==> src/rtl/pipe_pkg.sv <==
// Shared constants for elastic pipeline stages: stage state encoding, bubble payload,
// default performance-counter width.
package pipe_pkg;

  localparam logic [1:0] ST_EMPTY = 2'd0;
  localparam logic [1:0] ST_BUSY  = 2'd1;
  localparam logic [1:0] ST_FULL  = 2'd2;
  // 2'd3 is unused and steers back to ST_EMPTY

  localparam logic [31:0] RV32_NOP = 32'h0000_0013;

  localparam int unsigned DEFAULT_CNT_W = 16;

endpackage

==> src/rtl/sat_counter.sv <==
// Saturating up-counter for performance events; sticks at all-ones, cleared only by rst.
// Latency: count visible one cycle after inc; no backpressure.
module sat_counter #(
  parameter int W = 16
) (
  input  logic         clk,
  input  logic         rst,
  input  logic         inc,
  output logic [W-1:0] cnt
);

  always_ff @(posedge clk) begin
    if (rst) begin
      cnt <= '0;
    end else if (inc && (cnt != {W{1'b1}})) begin
      cnt <= cnt + 1'b1;
    end
  end

endmodule

==> src/rtl/pipe_stage_skid.sv <==
// Elastic stage register with 2-entry skid, flush-to-bubble and saturating stall counter.
// Latency 1 cycle; in_ready depends only on registered state, rst and flush (never out_ready).
module pipe_stage_skid
  import pipe_pkg::*;
#(
  parameter int              SIZE      = 32,
  parameter logic [SIZE-1:0] RST_VALUE = {SIZE{1'b0}},
  parameter int              CNT_W     = DEFAULT_CNT_W
) (
  input  logic             clk,
  input  logic             rst,
  input  logic             flush,
  input  logic             in_valid,
  output logic             in_ready,
  input  logic [SIZE-1:0]  data_in,
  output logic             out_valid,
  input  logic             out_ready,
  output logic [SIZE-1:0]  data_out,
  output logic [CNT_W-1:0] stall_cnt
);

  logic [1:0]      state;
  logic [SIZE-1:0] main_q;
  logic [SIZE-1:0] skid_q;
  logic            in_fire;
  logic            out_fire;

  assign out_valid = (state != ST_EMPTY);
  assign in_ready  = !rst && !flush && (state != ST_FULL);
  assign data_out  = main_q;
  assign in_fire   = in_valid && in_ready;
  assign out_fire  = out_valid && out_ready;

  always_ff @(posedge clk) begin
    if (rst) begin
      state  <= ST_EMPTY;
      main_q <= RST_VALUE;
      skid_q <= RST_VALUE;
    end else if (flush) begin
      // skid contents are dead once state is EMPTY; reload keeps it deterministic
      state  <= ST_EMPTY;
      main_q <= RST_VALUE;
      skid_q <= RST_VALUE;
    end else begin
      case (state)
        ST_EMPTY: begin
          if (in_fire) begin
            state  <= ST_BUSY;
            main_q <= data_in;
          end
        end
        ST_BUSY: begin
          if (in_fire && out_fire) begin
            main_q <= data_in;
          end else if (in_fire) begin
            state  <= ST_FULL;
            skid_q <= data_in;
          end else if (out_fire) begin
            state  <= ST_EMPTY;
          end
        end
        ST_FULL: begin
          if (out_fire) begin
            state  <= ST_BUSY;
            main_q <= skid_q;
          end
        end
        default: state <= ST_EMPTY;
      endcase
    end
  end

  sat_counter #(.W(CNT_W)) u_stall_cnt (
    .clk (clk),
    .rst (rst),
    .inc (out_valid && !out_ready),
    .cnt (stall_cnt)
  );

endmodule

==> config.mk <==
export PLATFORM = sky130hd
export DESIGN_NAME = pipe_stage_skid
export DESIGN_NICKNAME = d
export VERILOG_FILES = /design/src/rtl/pipe_pkg.sv /design/src/rtl/sat_counter.sv /design/src/rtl/pipe_stage_skid.sv
export SDC_FILE = /design/constraint.sdc
export NUM_CORES = 1
export LEC_CHECK = 0
export ABC_AREA = 1
export ABC_CLOCK_PERIOD_IN_PS = 1800
export BUFFER_PORTS_ARGS = -buffer_cell sky130_fd_sc_hd__buf_4
export CORE_MARGIN = 4
export CORE_UTILIZATION = 33
export CTS_CLUSTER_DIAMETER = 80
export DETAILED_ROUTE_END_ITERATION = 12
export PLACE_DENSITY = 0.62
export SLEW_MARGIN = 30
export SYNTH_ARGS = -nofsm -noshare
export SYNTH_HDL_FRONTEND = slang
export SYNTH_HIERARCHICAL = 1
export SYNTH_SLANG_ARGS = --single-unit
==> constraint.sdc <==
create_clock -name clk -period 1.8 [get_ports clk]
set_clock_uncertainty 0.05 [all_clocks]
set_input_delay 0.36 -clock clk [delete_from_list [all_inputs] [get_ports clk]]
set_output_delay 0.36 -clock clk [all_outputs]
set_load 0.05 [all_outputs]
==> run_summary.xml <==
<?xml version="1.0" encoding="UTF-8"?>
<metrics>
  <group name="outcome">
    <metric name="run_status" unit="">completed</metric>
  </group>
  <group name="timing">
    <metric name="fin_crit_sh" unit="%">92.7</metric>
    <metric name="layout_min_cycle_time" unit="ns">1.67</metric>
    <metric name="timing.max_slew.rel_slack" unit="%">66.5</metric>
    <metric name="clock.fmax" unit="MHz">599</metric>
    <metric name="worst_slew_pin_slew" unit="ns">0.502</metric>
    <metric name="grt_setup_unrepaired" unit="">false</metric>
    <metric name="final-hold-violation-count" unit="">0</metric>
    <metric name="final-setup-viol-count" unit="">0</metric>
    <metric name="drv_slew" unit="">0</metric>
    <metric name="tns" unit="ns">0</metric>
    <metric name="timing.final.ws_setup" unit="ns">0.131</metric>
  </group>
  <group name="routing">
    <metric name="postRouteAntennaNets" unit="">0</metric>
    <metric name="avgViaCountPerCell" unit="">4.72</metric>
    <metric name="drc" unit="">0</metric>
    <metric name="route.vias.total" unit="">3855</metric>
    <metric name="drt-total-wl" unit="mm">9.60</metric>
    <metric name="routedWlPerCell" unit="µm">11.8</metric>
    <metric name="pre_antenna_drt_iters" unit="">4</metric>
    <metric name="detail_route.iter0.violations" unit="">193</metric>
  </group>
  <group name="synth">
    <metric name="yosys-top-cells-area" unit="">sky130_fd_sc_hd__dfxtp_1 41%, sky130_fd_sc_hd__nand2_1 11%, sky130_fd_sc_hd__a21oi_1 8.6%</metric>
    <metric name="async_reset_ff_share" unit="%">0</metric>
    <metric name="synth.cell_area" unit="µm²">3960</metric>
    <metric name="synth_top_cell_area_share" unit="%">41.5</metric>
    <metric name="synthDistinctLibCells" unit="">26</metric>
    <metric name="seq_area_frac_synth" unit="%">41.5</metric>
    <metric name="post_synth.cell_area_avg" unit="µm²">6.62</metric>
    <metric name="syn-instance-count" unit="">598</metric>
    <metric name="ys_seq_elements" unit="">82</metric>
    <metric name="synth_nets" unit="">636</metric>
    <metric name="post-synth-top-area-cell" unit="">sky130_fd_sc_hd__dfxtp_1</metric>
    <metric name="synth_enable_flop_cells" unit="">0</metric>
    <metric name="synthFlopType" unit="">sky130_fd_sc_hd__dfxtp_1</metric>
    <metric name="ys_warn_count" unit="">6</metric>
  </group>
  <group name="floorplanning">
    <metric name="initial_utilization" unit="%">34.2</metric>
    <metric name="floorplan.die.height" unit="µm">118</metric>
    <metric name="top_level_ports" unit="">87</metric>
    <metric name="rows" unit="">39</metric>
    <metric name="dieWidth" unit="µm">118</metric>
    <metric name="die_area" unit="µm²">13800</metric>
    <metric name="fp.coreArea" unit="µm²">11600</metric>
  </group>
  <group name="final_layout">
    <metric name="finalCoreUtilization" unit="%">43.7</metric>
    <metric name="layout-drive-gt1-share" unit="%">20.1</metric>
    <metric name="post_layout_nonfiller_instances" unit="">816</metric>
    <metric name="filler_cell_count" unit="">1202</metric>
    <metric name="nNetsFinal" unit="">706</metric>
    <metric name="area_overhead_of_the_layout_relative_to_synthesis" unit="%">27.7</metric>
    <metric name="antennaDiodeCount" unit="">0</metric>
  </group>
  <group name="placed_design">
    <metric name="placed_cells_incl_taps" unit="">800</metric>
    <metric name="port_buffers" unit="">86</metric>
    <metric name="dp.final_hpwl" unit="mm">6.51</metric>
    <metric name="dp_slack" unit="ns">0.114</metric>
    <metric name="globalplace.congestion" unit="">0.796</metric>
  </group>
  <group name="worst_hold_path">
    <metric name="worst_hold_startpoint" unit="">data_in[27]</metric>
    <metric name="hp-class" unit="">in2reg</metric>
  </group>
  <group name="pwr">
    <metric name="cellPowerDensity" unit="nW/µm²">846</metric>
    <metric name="report.power.total" unit="mW">4.27</metric>
    <metric name="vdd.ir_drop.worst" unit="mV">0.553</metric>
    <metric name="p_leak" unit="nW">2.19</metric>
  </group>
  <group name="global_routing">
    <metric name="grt_start_max_net_pins" unit="">66</metric>
    <metric name="first_global_vias" unit="">3718</metric>
    <metric name="antenna_found_initial" unit="">0</metric>
    <metric name="grt_pass1_wl" unit="mm">16.9</metric>
    <metric name="congestion_overflow_gr" unit="">0</metric>
    <metric name="grtUsageTotal" unit="%">14.4</metric>
  </group>
  <group name="clock_tree">
    <metric name="cts_htree_levels" unit="">3</metric>
    <metric name="clockBufferDepth" unit="">2</metric>
    <metric name="cts_buffers" unit="">9</metric>
    <metric name="clkSlewWorstSetupHoldPaths" unit="ns">0.06</metric>
    <metric name="cts_hold_buf" unit="">0</metric>
    <metric name="tritoncts" unit="">built</metric>
    <metric name="ctsRootBufferMaster" unit="">sky130_fd_sc_hd__clkbuf_16</metric>
    <metric name="clkLatencyLatePin" unit="ns">0.34</metric>
    <metric name="cts.sink_count" unit="">82</metric>
  </group>
  <group name="worst_setup_path">
    <metric name="required" unit="ns">1.39</metric>
    <metric name="setup.worst_path.start_class" unit="">register</metric>
    <metric name="regToRegStartpoint" unit="">state[1]$_SDFFE_PP0P_</metric>
    <metric name="critical_path.endpoint_type" unit="">output pin</metric>
    <metric name="timing.critical_path.fanout_max" unit="">4</metric>
    <metric name="arrival" unit="ns">1.26</metric>
    <metric name="worst-r2r-setup-slack" unit="ns">0.22</metric>
    <metric name="timing.critical_path.from" unit="">state[0]$_SDFFE_PP0P_</metric>
    <metric name="worst-setup-path-type" unit="">reg2out</metric>
  </group>
  <group name="flow_run">
    <metric name="max_cap_viol_count" unit="">0</metric>
  </group>
</metrics>
-- worst max-delay path: stages, from the launching register on --
cell,delay (ns)
sky130_fd_sc_hd__dfxtp_2,0.34
sky130_fd_sc_hd__nor2_1,0.29
sky130_fd_sc_hd__inv_1,0.09
sky130_fd_sc_hd__buf_4,0.20
-- area by class of cell --
class / count / area, µm² / share of cell area (%)
inverter: 77 / 289 / 5.72
multi-input combinational: 404 / 1870 / 36.9
clock inverter: 5 / 77.6 / 1.54
clock buffer: 11 / 243 / 4.80
sequential: 82 / 1640 / 32.5
tap: 143 / 179 / 3.54
timing repair buffer: 94 / 756 / 15.0
-- registers in the layout (all words and copies together) (netlist names) --
register         flops
state                2
data_out            32
skid_q              32
u_stall_cnt/cnt     16
-- timing repair --
action | CTS | global route
gates resized for setup | 0 | 2
setup buffers | 0 | 0
setup endpoints to repair | 0 | 3
-- worst paths after layout --
kind | end | cells past startpoint
hold / removal | skid_q[27]$_SDFFE_PP0P_ | 3
setup / recovery | out_valid | 3
hold reg to reg | skid_q[5]$_SDFFE_PP0P_ | 2
setup reg to reg | u_stall_cnt/cnt[13]$_SDFFE_PP0P_ | 9
-- where the power goes --
| group | leakage (nW) | switching (mW) | internal, mW |
|---|---|---|---|
| logic | 1.37 | 0.271 | 0.171 |
| registers | 0.663 | 0.0151 | 1.84 |
| clock network | 0.156 | 0.729 | 1.25 |
-- layout by cell type (no fill, tap or decap), types with 3 or more instances in the layout --
cell type / synthesis / final
sky130_fd_sc_hd__o21ai_0: 55 / 55
sky130_fd_sc_hd__nand3_1: 44 / 44
sky130_fd_sc_hd__buf_4: 7 / 90
sky130_fd_sc_hd__nor2_4: 2 / 4
sky130_fd_sc_hd__clkbuf_16: 0 / 9
sky130_fd_sc_hd__nor2_2: 12 / 10
sky130_fd_sc_hd__a21oi_1: 68 / 68
sky130_fd_sc_hd__buf_12: 0 / 4
sky130_fd_sc_hd__o21ai_1: 5 / 5
sky130_fd_sc_hd__nand4_1: 4 / 4
sky130_fd_sc_hd__inv_1: 75 / 75
sky130_fd_sc_hd__nor2_1: 83 / 83
sky130_fd_sc_hd__nand2_2: 2 / 3
sky130_fd_sc_hd__nand2_1: 121 / 120
sky130_fd_sc_hd__dfxtp_1: 82 / 80
-- synth_stat cells, types with 3 or more instances --
cell,instances
sky130_fd_sc_hd__buf_1,3
sky130_fd_sc_hd__nand3_1,44
sky130_fd_sc_hd__nor2_1,83
sky130_fd_sc_hd__dfxtp_1,82
sky130_fd_sc_hd__clkbuf_1,7
sky130_fd_sc_hd__clkbuf_2,3
sky130_fd_sc_hd__o21ai_0,55
sky130_fd_sc_hd__nand4_1,4
sky130_fd_sc_hd__a21oi_1,68
sky130_fd_sc_hd__buf_4,7
sky130_fd_sc_hd__inv_1,75
sky130_fd_sc_hd__buf_2,14
sky130_fd_sc_hd__nor2_2,12
sky130_fd_sc_hd__nand2_1,121
sky130_fd_sc_hd__o21ai_1,5
-- cell families after synthesis --
family / count (synthesis) / share of synthesized area [%]
and+or+nand+nor: 274 / 29.9
DFF: 82 / 41.5
adders and majority gates: 1 / 0.316
AOI/OAI and AO/OA: 129 / 16.4
buffers and inverters: 112 / 11.9
-- through the flow --
stage / hold WS, ns / instance area [µm²]
final: 0.246 / 5050
after global placement: 0.382 / 4730
after CTS: 0.230 / 5050
after detailed placement: 0.387 / 4730
after floorplan: 0.374 / 3960
after global routing: 0.247 / 5050
-- layer usage --
| metal | vias up | track usage, % | routed length (µm) |
|---|---|---|---|
| met5 | - | 0 | 0 |
| li1 | 2022 | - | - |
| met1 | 1732 | 17.0 | 4330 |
| met2 | 87 | 24.6 | 4460 |
| met3 | 14 | 4.61 | 651 |
| met4 | 0 | 5.27 | 156 |
Power figures use the tool's default switching activity.
